==> config.mk <==
export PLATFORM = sky130hd
export DESIGN_NAME = multicycle_control
export DESIGN_NICKNAME = d
export VERILOG_FILES = /design/src/rtl/multicycle_control.sv
export SDC_FILE = /design/constraint.sdc
export NUM_CORES = 1
export LEC_CHECK = 0
export CAP_MARGIN = 10
export CORE_AREA = 2 2 61 63
export DETAILED_ROUTE_END_ITERATION = 8
export DIE_AREA = 0 0 63 65
export GPL_TIMING_DRIVEN = 0
export PLACE_DENSITY = 0.78
export SETUP_SLACK_MARGIN = 0.2
export SYNTH_ARGS = -nofsm -noshare
export SYNTH_HDL_FRONTEND = slang
export SYNTH_SLANG_ARGS = --single-unit
==> constraint.sdc <==
create_clock -name clk -period 2.5 [get_ports clk]
set_input_delay 0.5 -clock clk [delete_from_list [all_inputs] [get_ports clk]]
set_output_delay 0.5 -clock clk [all_outputs]
set_load 0.01 [all_outputs]
==> src/rtl/multicycle_control.sv <==
// Main control FSM of the multi-cycle RISC-V core: opcode decode, step sequencing, mem_ready handshake with timeout.
// Define MULTICYCLE_CONTROL_RETIRE_CNT_EN to add the 32-bit retired-instruction counter output.
module multicycle_control #(
    parameter int TIMEOUT_CYCLES = 255,
    parameter int TIMEOUT_W      = 8
) (
    input  logic        clk,
    input  logic        rst,
    input  logic [6:0]  opcode,
    input  logic        mem_ready,
    output logic        pc_write,
    output logic        pc_write_cond,
    output logic [1:0]  pc_source,
    output logic        ir_write,
    output logic        i_or_d,
    output logic        mem_read,
    output logic        mem_write,
    output logic [1:0]  mem_to_reg,
    output logic        reg_write,
    output logic [1:0]  ula_src_a,
    output logic [1:0]  ula_src_b,
    output logic [2:0]  ula_op,
    output logic        illegal_inst,
    output logic        bus_error,
`ifdef MULTICYCLE_CONTROL_RETIRE_CNT_EN
    output logic [31:0] retired,
`endif
    output logic [3:0]  state_dbg
);

    typedef enum logic [3:0] {
        S_FETCH     = 4'd0,
        S_DECODE    = 4'd1,
        S_MEM_ADDR  = 4'd2,
        S_MEM_READ  = 4'd3,
        S_MEM_WB    = 4'd4,
        S_MEM_WRITE = 4'd5,
        S_EXEC_R    = 4'd6,
        S_EXEC_I    = 4'd7,
        S_ALU_WB    = 4'd8,
        S_BRANCH    = 4'd9,
        S_JAL       = 4'd10,
        S_JALR      = 4'd11,
        S_LUI       = 4'd12,
        S_ILLEGAL   = 4'd13
    } state_e;

    typedef struct packed {
        logic       pc_write;
        logic       pc_write_cond;
        logic [1:0] pc_source;
        logic       i_or_d;
        logic       mem_read;
        logic       mem_write;
        logic [1:0] mem_to_reg;
        logic       reg_write;
        logic [1:0] ula_src_a;
        logic [1:0] ula_src_b;
        logic [2:0] ula_op;
        logic       illegal_inst;
    } ctrl_t;

    localparam logic [6:0] OP_R      = 7'b0110011;
    localparam logic [6:0] OP_I      = 7'b0010011;
    localparam logic [6:0] OP_LOAD   = 7'b0000011;
    localparam logic [6:0] OP_STORE  = 7'b0100011;
    localparam logic [6:0] OP_BRANCH = 7'b1100011;
    localparam logic [6:0] OP_JAL    = 7'b1101111;
    localparam logic [6:0] OP_JALR   = 7'b1100111;
    localparam logic [6:0] OP_LUI    = 7'b0110111;

    localparam bit TIMEOUT_EN = (TIMEOUT_CYCLES != 0);

    // Moore control word of each state; ir_write and the FETCH pc_write are added on top.
    function automatic ctrl_t decode_ctrl(input state_e s);
        ctrl_t c;
        c = '0;
        case (s)
            S_FETCH:     begin c.mem_read = 1'b1; c.ula_src_b = 2'b01; end
            S_DECODE:    c.ula_src_b = 2'b10;
            S_MEM_ADDR:  begin c.ula_src_a = 2'b01; c.ula_src_b = 2'b10; end
            S_MEM_READ:  begin c.mem_read = 1'b1; c.i_or_d = 1'b1; end
            S_MEM_WB:    begin c.reg_write = 1'b1; c.mem_to_reg = 2'b01; end
            S_MEM_WRITE: begin c.mem_write = 1'b1; c.i_or_d = 1'b1; end
            S_EXEC_R:    begin c.ula_src_a = 2'b01; c.ula_op = 3'b010; end
            S_EXEC_I:    begin c.ula_src_a = 2'b01; c.ula_src_b = 2'b10; c.ula_op = 3'b011; end
            S_ALU_WB:    c.reg_write = 1'b1;
            S_BRANCH:    begin
                c.ula_src_a = 2'b01; c.ula_op = 3'b001;
                c.pc_write_cond = 1'b1; c.pc_source = 2'b01;
            end
            S_JAL:       begin
                c.pc_write = 1'b1; c.pc_source = 2'b01;
                c.reg_write = 1'b1; c.mem_to_reg = 2'b10;
            end
            S_JALR:      begin
                c.ula_src_a = 2'b01; c.ula_src_b = 2'b10;
                c.pc_write = 1'b1; c.reg_write = 1'b1; c.mem_to_reg = 2'b10;
            end
            S_LUI:       begin c.ula_src_a = 2'b10; c.ula_src_b = 2'b10; c.ula_op = 3'b100; end
            default:     c.illegal_inst = 1'b1;
        endcase
        return c;
    endfunction

    state_e               state_q, state_d;
    logic [TIMEOUT_W-1:0] cnt_q, cnt_d, cnt_inc;
    ctrl_t                ctrl_q, ctrl_d;
    logic                 bus_err_q, bus_err_d;
    logic                 wait_state, timeout;
`ifdef MULTICYCLE_CONTROL_RETIRE_CNT_EN
    logic [31:0]          retired_q, retired_d;
    logic                 retire_inc;
`endif

    always_comb begin
        // NOTE: every signal gets a default before the case, so no path can infer a latch.
        state_d    = state_q;
        wait_state = (state_q inside {S_FETCH, S_MEM_READ, S_MEM_WRITE});
        cnt_inc    = cnt_q + 1'b1;
        timeout    = TIMEOUT_EN && wait_state && !mem_ready &&
                     (cnt_inc == TIMEOUT_W'(TIMEOUT_CYCLES));

        case (state_q)
            S_FETCH:     if (mem_ready) state_d = S_DECODE;
            S_DECODE: begin
                case (opcode)
                    OP_R:              state_d = S_EXEC_R;
                    OP_I:              state_d = S_EXEC_I;
                    OP_LOAD, OP_STORE: state_d = S_MEM_ADDR;
                    OP_BRANCH:         state_d = S_BRANCH;
                    OP_JAL:            state_d = S_JAL;
                    OP_JALR:           state_d = S_JALR;
                    OP_LUI:            state_d = S_LUI;
                    default:           state_d = S_ILLEGAL;
                endcase
            end
            S_MEM_ADDR:  state_d = (opcode == OP_STORE) ? S_MEM_WRITE : S_MEM_READ;
            S_MEM_READ: begin
                if (mem_ready)    state_d = S_MEM_WB;
                else if (timeout) state_d = S_FETCH;
            end
            S_MEM_WRITE: if (mem_ready || timeout) state_d = S_FETCH;
            S_EXEC_R, S_EXEC_I, S_LUI: state_d = S_ALU_WB;
            default:     state_d = S_FETCH;
        endcase

        // Counter only survives a cycle that stays in a wait state without completing or timing out.
        cnt_d     = (wait_state && !mem_ready && !timeout) ? cnt_inc : '0;
        bus_err_d = timeout;
        ctrl_d    = decode_ctrl(state_d);
`ifdef MULTICYCLE_CONTROL_RETIRE_CNT_EN
        retire_inc = (state_d == S_FETCH) && !timeout &&
                     (state_q inside {S_MEM_WB, S_MEM_WRITE, S_ALU_WB, S_BRANCH, S_JAL, S_JALR});
        retired_d  = retire_inc ? retired_q + 32'd1 : retired_q;
`endif
    end

    always_ff @(posedge clk or posedge rst) begin
        if (rst) begin
            state_q   <= S_FETCH;
            cnt_q     <= '0;
            ctrl_q    <= decode_ctrl(S_FETCH);
            bus_err_q <= 1'b0;
`ifdef MULTICYCLE_CONTROL_RETIRE_CNT_EN
            retired_q <= '0;
`endif
        end else begin
            // NOTE: non-blocking assignments so every flop samples the pre-edge values.
            state_q   <= state_d;
            cnt_q     <= cnt_d;
            ctrl_q    <= ctrl_d;
            bus_err_q <= bus_err_d;
`ifdef MULTICYCLE_CONTROL_RETIRE_CNT_EN
            retired_q <= retired_d;
`endif
        end
    end

    // Registered control word tracks state_q; rst masks it so no enable leaks during reset.
    ctrl_t ctrl_o;
    logic  fetch_ack;
    assign ctrl_o    = rst ? '0 : ctrl_q;
    assign fetch_ack = !rst && (state_q == S_FETCH) && mem_ready;

    assign pc_write      = ctrl_o.pc_write | fetch_ack;
    assign pc_write_cond = ctrl_o.pc_write_cond;
    assign pc_source     = ctrl_o.pc_source;
    assign ir_write      = fetch_ack;
    assign i_or_d        = ctrl_o.i_or_d;
    assign mem_read      = ctrl_o.mem_read;
    assign mem_write     = ctrl_o.mem_write;
    assign mem_to_reg    = ctrl_o.mem_to_reg;
    assign reg_write     = ctrl_o.reg_write;
    assign ula_src_a     = ctrl_o.ula_src_a;
    assign ula_src_b     = ctrl_o.ula_src_b;
    assign ula_op        = ctrl_o.ula_op;
    assign illegal_inst  = ctrl_o.illegal_inst;
    assign bus_error     = bus_err_q & ~rst;
    assign state_dbg     = state_q;
`ifdef MULTICYCLE_CONTROL_RETIRE_CNT_EN
    assign retired       = retired_q;
`endif

endmodule

==> impl_results.md, run 1 <==
* Place WS at -0.7638 ns
* FF/Latch Area at 757.0 um^2
* EDFF count, synth at 0
* Outcome: complete, no violations
* First-pass GRT wire length at 6230 um
* Synthesized area at 0.001714 mm^2
* Req. time, crit path at 2.72 ns
* Avg WL per Cell at 12.83 um
* Number of global-route vias before repair at 1,387
* Slowest CP cell: dfrtp_2
* Max Clk Rate at 434.2 MHz
* Slew headroom at 0.5274
* Core area at 0.003496 mm^2
* Worst vdd ir at 0.4394 mV
* Synth async-reset ratio at 1.000
* Port Buffers at 32
* Final-layout fill cell count at 277
* Vias at 1,506
* Area occupied by multi-input gates at 987.2 um^2
* Crit path max fanout at 9
* Netlist cell types at 53
* # IOs at 34
* Clk slew on worst S/H paths at 0.09 ns
* Crit-path leading delay family: simple AND/OR/NAND/NOR gates
* Worst EP arrival at 2.52 ns
* Cell Area, Placed at 0.002095 mm^2
* Crit path largest cell delay at 0.46 ns
* CTS Buffer Depth at 2
* Clk sinks at 30
* H-tree depth at 2
* Post-route ant nets at 0
* Top FF cell, synth: dfrtp_1
* Syn Inst Count at 189
* Kind of critical path: register to register
* PwrDens at 836.1 mW/mm^2
* Starting Density at 0.4903
* Sequential share of the synthesized area at 0.4394
* Fin crit share at 0.9213
* GRT overflow at 0
* Total Nets Final at 254
* RSZ-0062 raised after global routing: yes
* DIE WIDTH at 63 um
* Die Span Y at 65 um
* Number of max-cap violations at 0
* Clock skew at 0.003352 ns
* Detailed placement HPWL at 2440 um
* Max Slew Vio Count at 0
* Commonest non-fill, non-tap cell in the layout: nor2_1
* Initial antenna violation count at 0
* Area Growth Syn to Fin at 38.90%
* Setup crit start kind: register
* Share of layout cells above drive strength 1 at 0.2757
* Remaining DRCs at 0
* Core Util, Final at 0.6811
* Tmin final at 2.303 ns
* Most frequent cells in the layout: nor2_1 (28), dfrtp_1 (25), clkdlybuf4s50_1 (22)
* DRT Wirelength at 3733 um
* Bufs and invs on worst path at 2
* Yosys reg bits at 30
* Placer Congestion at 0.9144
* Leakage at 1.000 nW
* Post-synth net total at 201
* Hold Path Class: input port to asynchronous set/reset pin
* Measured slew at the worst slew-check pin at 0.7051 ns
* Final Hold Viols at 0
* Row Count at 22
* Cell area after layout at 0.002381 mm^2
* Pin count of the biggest net entering global routing at 16
* CTS buffer count at 5
* ANT cells at 0
* Critical path, cell by cell: ha_4 > nor2b_4 > nor4b_4 > nor2_2 > a21oi_2 > o32a_1 > buf_6 > inv_6 > a31o_1 > or3_1
* Die area at 0.004095 mm^2
* Critical Path Sink Type: register
* Clk_lat worst skew at 0.33 ns
* 1st-iter DRT viols at 42
* Yosys Warn Count at 0
* Gr usage total at 0.1983
* Final setup viols at 0
* Fin worst setup slack at 0.1967 ns
* Root Buffer: clkbuf_4
* Syn_area_per_cell at 9.070 um^2
* CTS tree: built
* Via density at 5.175
* Pre-antenna DRT Iters at 4
==> kinds of logic (layout without fill, tap and decap cells) <==
logic type / after synthesis / in the layout / synth area share
AO/OA/AOI/OAI: 25 / 25 / 0.1073
XOR/XNOR: 7 / 7 / 0.03577
adder cells (fa/ha/maj): 2 / 2 / 0.01460
buffers and inverters: 18 / 72 / 0.05475
flip-flops: 30 / 30 / 0.4394
other: 1 / 1 / 0.002188
AND/OR/NAND/NOR: 106 / 106 / 0.3460
==> synthesized netlist by cell type (3+ instances only) <==
| cell | instances | area share |
|---|---|---|
| a21oi_1 | 6 | 0.018 |
| nand3_1 | 7 | 0.020 |
| nor2b_1 | 21 | 0.077 |
| and2_1 | 3 | 0.011 |
| nor3_1 | 7 | 0.020 |
| nand4_1 | 3 | 0.011 |
| xnor2_1 | 5 | 0.026 |
| nand2b_1 | 3 | 0.011 |
| dfrtp_1 | 28 | 0.41 |
| nand2_1 | 10 | 0.022 |
| inv_1 | 8 | 0.018 |
| or2_1 | 3 | 0.011 |
| nor2_1 | 32 | 0.070 |
==> routing by layer <==
layer  wire length [um]  track usage  vias up
li1                   -            -      748
met1               1573       0.2322      708
met2               1900       0.3391       41
met3                157      0.05382        9
met4                101      0.09167        0
met5                  0            0        -
==> timing repair <==
action                     4_1_cts  5_1_grt
pin swaps                        7       10
buffers inserted                 6        7
setup endpoints to repair       14        7
hold buffers                     0        0
gates resized for setup         32       18
cloned                           1        0
==> final timing paths <==
kind,endpoint,cells after the start,from,slack (ns)
worst max-delay path,ctrl_q[5],10,cnt_q[0],0.20
max in group asynchronous,cnt_q[1],2,rst,1.62
worst min register to register,cnt_q[0],1,cnt_q[0],0.52
min in group clk,cnt_q[0],1,cnt_q[0],0.52
worst max register to register,ctrl_q[5],10,cnt_q[0],0.20
worst min-delay path,state_dbg[1],3,rst,0.44
==> layout make-up <==
class | count | area share
Clock inverter | 2 | 0.005255
Timing Repair inverter | 1 | 0.002102
Inverter | 11 | 0.02102
Buffer | 7 | 0.02260
Multi-Input combinational cell | 141 | 0.4146
Clock buffer | 6 | 0.02154
Tap cell | 48 | 0.02522
Timing Repair Buffer | 45 | 0.1697
Sequential cell | 30 | 0.3179
==> worst register-to-register path, stage by stage (launching register included) <==
cell and delay (ns):
dfrtp_2 0.46, ha_4 0.20, nor2b_4 0.12, nor4b_4 0.26, nor2_2 0.07, a21oi_2 0.22
o32a_1 0.19, buf_6 0.12, inv_6 0.05, a31o_1 0.16, or3_1 0.34
==> power breakdown <==
group          total [mW]  switching, mW  internal, mW
clock               0.304          0.169         0.135
sequential          0.677         0.0747         0.603
combinational        1.01          0.507         0.503
total                1.99          0.750          1.24
==> state kept, by name, indices dropped and copies added, names as in the netlist <==
register and count:
cnt_q 8, bus_err_q 1, ctrl_q 17, state_dbg 4
==> through the flow <==
| step | hold WS, ns | TNS [ns] | power, mW | cells |
|---|---|---|---|---|
| 3_3_place_gp | 0.5010 | -2.009 | 1.470 | 269 |
| 4_1_cts | 0.4267 | 0 | 1.896 | 284 |
| 2_1_floorplan | 0.4739 | 0 | 1.221 | 189 |
| 6_report | 0.4360 | 0 | 1.991 | 291 |
| 5_1_grt | 0.4563 | 0 | 2.125 | 291 |
| 3_5_place_dp | 0.5060 | -2.225 | 1.482 | 269 |
Note: power is estimated with default switching activity, not from simulation.
==> run 2: changes to the inputs <==
Settings changed: CORE_AREA 2 2 61 63 to 2 2 60 62, CTS_BUF_LIST set to sky130_fd_sc_hd__clkbuf_4, DIE_AREA 0 0 63 65 to 0 0 62 64, PLACE_DENSITY 0.78 to 0.8.
==> impl_results.md, run 2 (synthesized netlist as in run 1, its figures left out) <==
* Reg with most FFs: ctrl_q
* Outcome: complete, no violations
* Number of max-cap violations at 0
* Measured slew at the worst slew-check pin at 0.6803 ns
* DIE WIDTH at 62 um
* Max Clk Rate at 441.1 MHz
* Grt met1 use at 0.2719
* Slew headroom at 0.5440
* Clk_lat worst skew at 0.32 ns
* Crit-path leading delay family: compound AO/OA/AOI/OAI gates
* Vias at 1,499
* RSZ-0062 raised after global routing: yes
* CTS Buffer Depth at 2
* Die Span Y at 64 um
* Die area at 0.003968 mm^2
* Clk slew on worst S/H paths at 0.09 ns
* DRT Wirelength at 3804 um
* Share of layout cells above drive strength 1 at 0.2500
* Routing usage on met3 at 0.03846
* Leakage at 1.025 nW
* GRT overflow at 0
* Row Count at 21
* Core area at 0.003284 mm^2
* Avg WL per Cell at 13.12 um
* Reg2Reg Setup Slack at 0.23 ns
* Fin crit share at 0.9068
* Clock skew at 0.01020 ns
* Max Slew Vio Count at 0
* CTS buffer count at 5
* Hold Path Class: input port to asynchronous set/reset pin
* H-tree depth at 2
* Gr usage total at 0.2161
* Post-route ant nets at 0
* Starting Density at 0.5219
* Slowest CP cell: dfrtp_2
* Final Hold Viols at 0
* PwrDens at 816.7 mW/mm^2
* Crit path largest cell delay at 0.45 ns
* Hold_ws at 0.4504 ns
* Max FFs per register at 17
* Req. time, crit path at 2.70 ns
* Commonest non-fill, non-tap cell in the layout: nor2_1
* Pre-antenna DRT Iters at 4
* Number of global-route vias before repair at 1,414
* Worst vdd ir at 0.4361 mV
* Clk sinks at 30
* Pin count of the biggest net entering global routing at 16
* Via density at 5.169
* Detailed placement HPWL at 2571 um
* ANT cells at 0
* Most frequent cells in the layout: nor2_1 (31), dfrtp_1 (23), nor2b_1 (20), clkdlybuf4s50_1 (20), buf_4 (16)
* Remaining DRCs at 0
* Bufs and invs on worst path at 2
* Worst EP arrival at 2.46 ns
* CTS tree: built
* Worst r2r dst: ctrl_q[5]
* First-pass GRT wire length at 6361 um
* Area Growth Syn to Fin at 37.15%
* Port Buffers at 32
* Core Util, Final at 0.7158
* Kind of critical path: register to register
* Root Buffer: clkbuf_4
* Reg2Reg Depth at 10
* Setup crit start kind: register
* Crit path max fanout at 9
* Global route hottest layer: met2
* Met2 usage at 0.3490
* 1st-iter DRT viols at 56
* Critical path, cell by cell: ha_4 > nor2b_4 > a32o_1 > nor2_1 > a21oi_2 > o32a_1 > buf_6 > inv_6 > a31o_1 > or3_1
* Reg2Reg Launch Point: cnt_q[1]
* Final setup viols at 0
* # IOs at 34
* Total Nets Final at 255
* Tmin final at 2.267 ns
* Fin worst setup slack at 0.2330 ns
* Placer Congestion at 0.9211
* Final-layout fill cell count at 260
* Hold buffers post-CTS at 0
* Critical Path Sink Type: register
* Initial antenna violation count at 0
* Place WS at -0.7598 ns
* Pwr Total at 1.920 mW
==> run 2: layout make-up <==
cell class,instances,area [um^2],area share
clock buffer,6,45.04,0.01916
clock inverter,2,8.758,0.003725
inverter,11,50.05,0.02129
buffer,7,56.30,0.02395
sequential,30,759.5,0.3230
multi-input combinational,141,952.2,0.4050
tap,46,57.56,0.02448
timing repair inverter,1,5.005,0.002129
timing repair buffer,46,416.7,0.1772
==> run 2: worst max-delay path by stage <==
| stage | to | slack [ns] | depth (start not counted) | start |
|---|---|---|---|---|
| after floorplan | ctrl_q[5] | 0.26 | 10 | cnt_q[0] |
| after detailed placement | ir_write | -0.76 | 4 | rst |
| after global routing | ctrl_q[5] | 0.12 | 10 | cnt_q[0] |
| final | ctrl_q[5] | 0.23 | 10 | cnt_q[1] |
| after global placement | ir_write | -0.74 | 4 | rst |
| after CTS | ir_write | 0.04 | 6 | state_dbg[2] |
==> run 2: report_power, final <==
group | internal (mW) | switching (mW)
Combinational | 0.466 | 0.506
Clock | 0.116 | 0.151
Sequential | 0.605 | 0.0759
Total | 1.19 | 0.733
==> run 2: worst register-to-register path, delay by kind of cell, from the launching register on <==
family,cells,cell delay [ns]
AO/OA/AOI/OAI,4,0.76
adder cells (fa/ha/maj),1,0.20
buffers and inverters,2,0.18
flip-flops,1,0.45
AND/OR/NAND/NOR,3,0.55
==> run 2: layer usage <==
| layer | share of wire | vias to the layer above |
|---|---|---|
| met5 | 0 | - |
| met4 | 0.035 | 0 |
| met3 | 0.043 | 11 |
| met2 | 0.52 | 45 |
| met1 | 0.40 | 691 |
| li1 | - | 752 |
==> run 2: metrics by stage <==
stage,instance area (um^2),TNS [ns],instances
floorplan,1714,0,189
global placement,2092,-2.214,267
detailed placement,2092,-2.685,267
CTS,2286,0,285
global route,2351,0,290
finish,2351,0,290
==> run 2: timing repair <==
item | CTS | global route
endpoints found under the setup margin | 14 | 7
endpoints found under the hold margin | 0 | 0
buffers inserted | 9 | 5
pin swaps | 10 | 4
resized for setup | 29 | 16
cloned | 1 | 0
==> run 3: changes to the inputs <==
Settings changed: RECOVER_POWER set to 100.
==> impl_results.md, run 3 (synthesized netlist as in run 1, its figures left out) <==
* Pre-antenna DRT Iters at 5
* Row Count at 21
* Number of max-cap violations at 0
* Commonest non-fill, non-tap cell in the layout: nor2_1
* Hold buffers post-CTS at 0
* # IOs at 34
* Pwr Total at 1.860 mW
* Max Clk Rate at 431.4 MHz
* Max FFs per register at 17
* Number of global-route vias before repair at 1,414
* Post-route ant nets at 0
* Slew headroom at 0.4797
* Detailed placement HPWL at 2571 um
* Measured slew at the worst slew-check pin at 0.7805 ns
* Starting Density at 0.5219
* Core area at 0.003284 mm^2
* Crit path from: cnt_q[1]
* Kind of critical path: register to register
* Area Growth Syn to Fin at 34.67%
* Placed insts at 267
* Final setup viols at 0
* 1st-iter DRT viols at 48
* Port Buffers at 32
* Vias at 1,493
* Most frequent cells in the layout: nor2_1 (31), dfrtp_1 (24), nor2b_1 (20)
* Die area at 0.003968 mm^2
* RSZ-0062 raised after global routing: yes
* Setup TNS at 0 ns
* Reg with most FFs: ctrl_q
* Tmin final at 2.318 ns
* Total Nets Final at 255
* CTS Buffer Depth at 2
* Fin crit share at 0.9272
* Cell area after layout at 0.002308 mm^2
* GRT overflow at 0
* DRT Wirelength at 3834 um
* Root Buffer: clkbuf_4
* Die Span Y at 64 um
* Critical Path Sink Type: register
* Worst vdd ir at 0.4285 mV
* First-pass GRT wire length at 6361 um
* Via density at 5.148
* Avg WL per Cell at 13.22 um
* Leakage at 1.034 nW
* Req. time, crit path at 2.70 ns
* Cell Area, Placed at 0.002092 mm^2
* Initial antenna violation count at 0
* DIE WIDTH at 62 um
* Worst EP arrival at 2.52 ns
* Place WS at -0.7598 ns
* Pin count of the biggest net entering global routing at 16
* CTS buffer count at 5
* H-tree depth at 2
* Placer Congestion at 0.9211
* Share of layout cells above drive strength 1 at 0.2090
* CTS tree: built
* Setup crit start kind: register
* Core Util, Final at 0.7029
* Reg2Reg Launch Point: cnt_q[1]
* Clk sinks at 30
* Clk slew on worst S/H paths at 0.09 ns
* Hold_ws at 0.4800 ns
* Crit path max fanout at 6
* Final Hold Viols at 0
* Clk_lat worst skew at 0.32 ns
* Outcome: complete, no violations
* Post-route insts no fill at 290
* Fin worst setup slack at 0.1821 ns
* Gr usage total at 0.2161
* Hold Path Class: input port to asynchronous set/reset pin
* Clock skew at 0.01062 ns
* PwrDens at 805.9 mW/mm^2
* ANT cells at 0
* Max Slew Vio Count at 0
* Remaining DRCs at 0
==> run 3: cell types whose count changed in the layout (fill, tap and decap cells not counted), sizes merged <==
cell           change
clkbuf             +7
clkdlybuf4s15      -1
dlygate4sd3       +11
buf                -6
clkdlybuf4s50     -11
==> run 3: where the power goes <==
group          switching [mW]  internal, mW
Clock                   0.154         0.116
Combinational           0.492         0.423
Sequential             0.0712         0.604
==> run 3: per-layer routing <==
metal,track usage,part of all wire,up-vias
met5,0,0,-
met4,0.1011,0.035,0
met3,0.03846,0.038,13
met2,0.3490,0.52,38
met1,0.2719,0.41,692
li1,-,-,750
==> run 3: what timing repair did <==
item | 4_1_cts | 5_1_grt
cloned | 1 | 0
buffers inserted | 9 | 5
pin swaps | 10 | 4
endpoints found under the setup margin | 14 | 7
resized for setup | 29 | 16
hold endpoints to repair | 0 | 0
==> run 3: worst paths after layout <==
check,endpoint,slack (ns),cells after the start
min in group clk,cnt_q[0],0.61,2
hold reg to reg,cnt_q[0],0.61,2
hold / removal,cnt_q[5],0.48,2
max in group asynchronous,state_dbg[0],1.31,3
setup / recovery,ctrl_q[5],0.18,9
setup reg to reg,ctrl_q[5],0.18,9
==> run 3: cell type report <==
cell class,instances,area [um^2]
Fill cell,269,975.9
Multi-Input combinational cell,141,933.4
Sequential cell,30,758.2
Timing Repair Buffer,46,394.1
Tap cell,46,57.56
Buffer,7,56.30
Inverter,11,50.05
Clock buffer,6,45.04
Clock inverter,2,8.758
Timing Repair inverter,1,5.005
==> run 3: worst max-delay path, stage by stage, from the launching register on <==
cell	delay, ns
dfrtp_1	0.45
ha_4	0.21
nor2b_4	0.05
a32o_1	0.28
or3_1	0.35
and3_1	0.19
buf_6	0.13
inv_2	0.09
nor3_1	0.07
or3_1	0.38
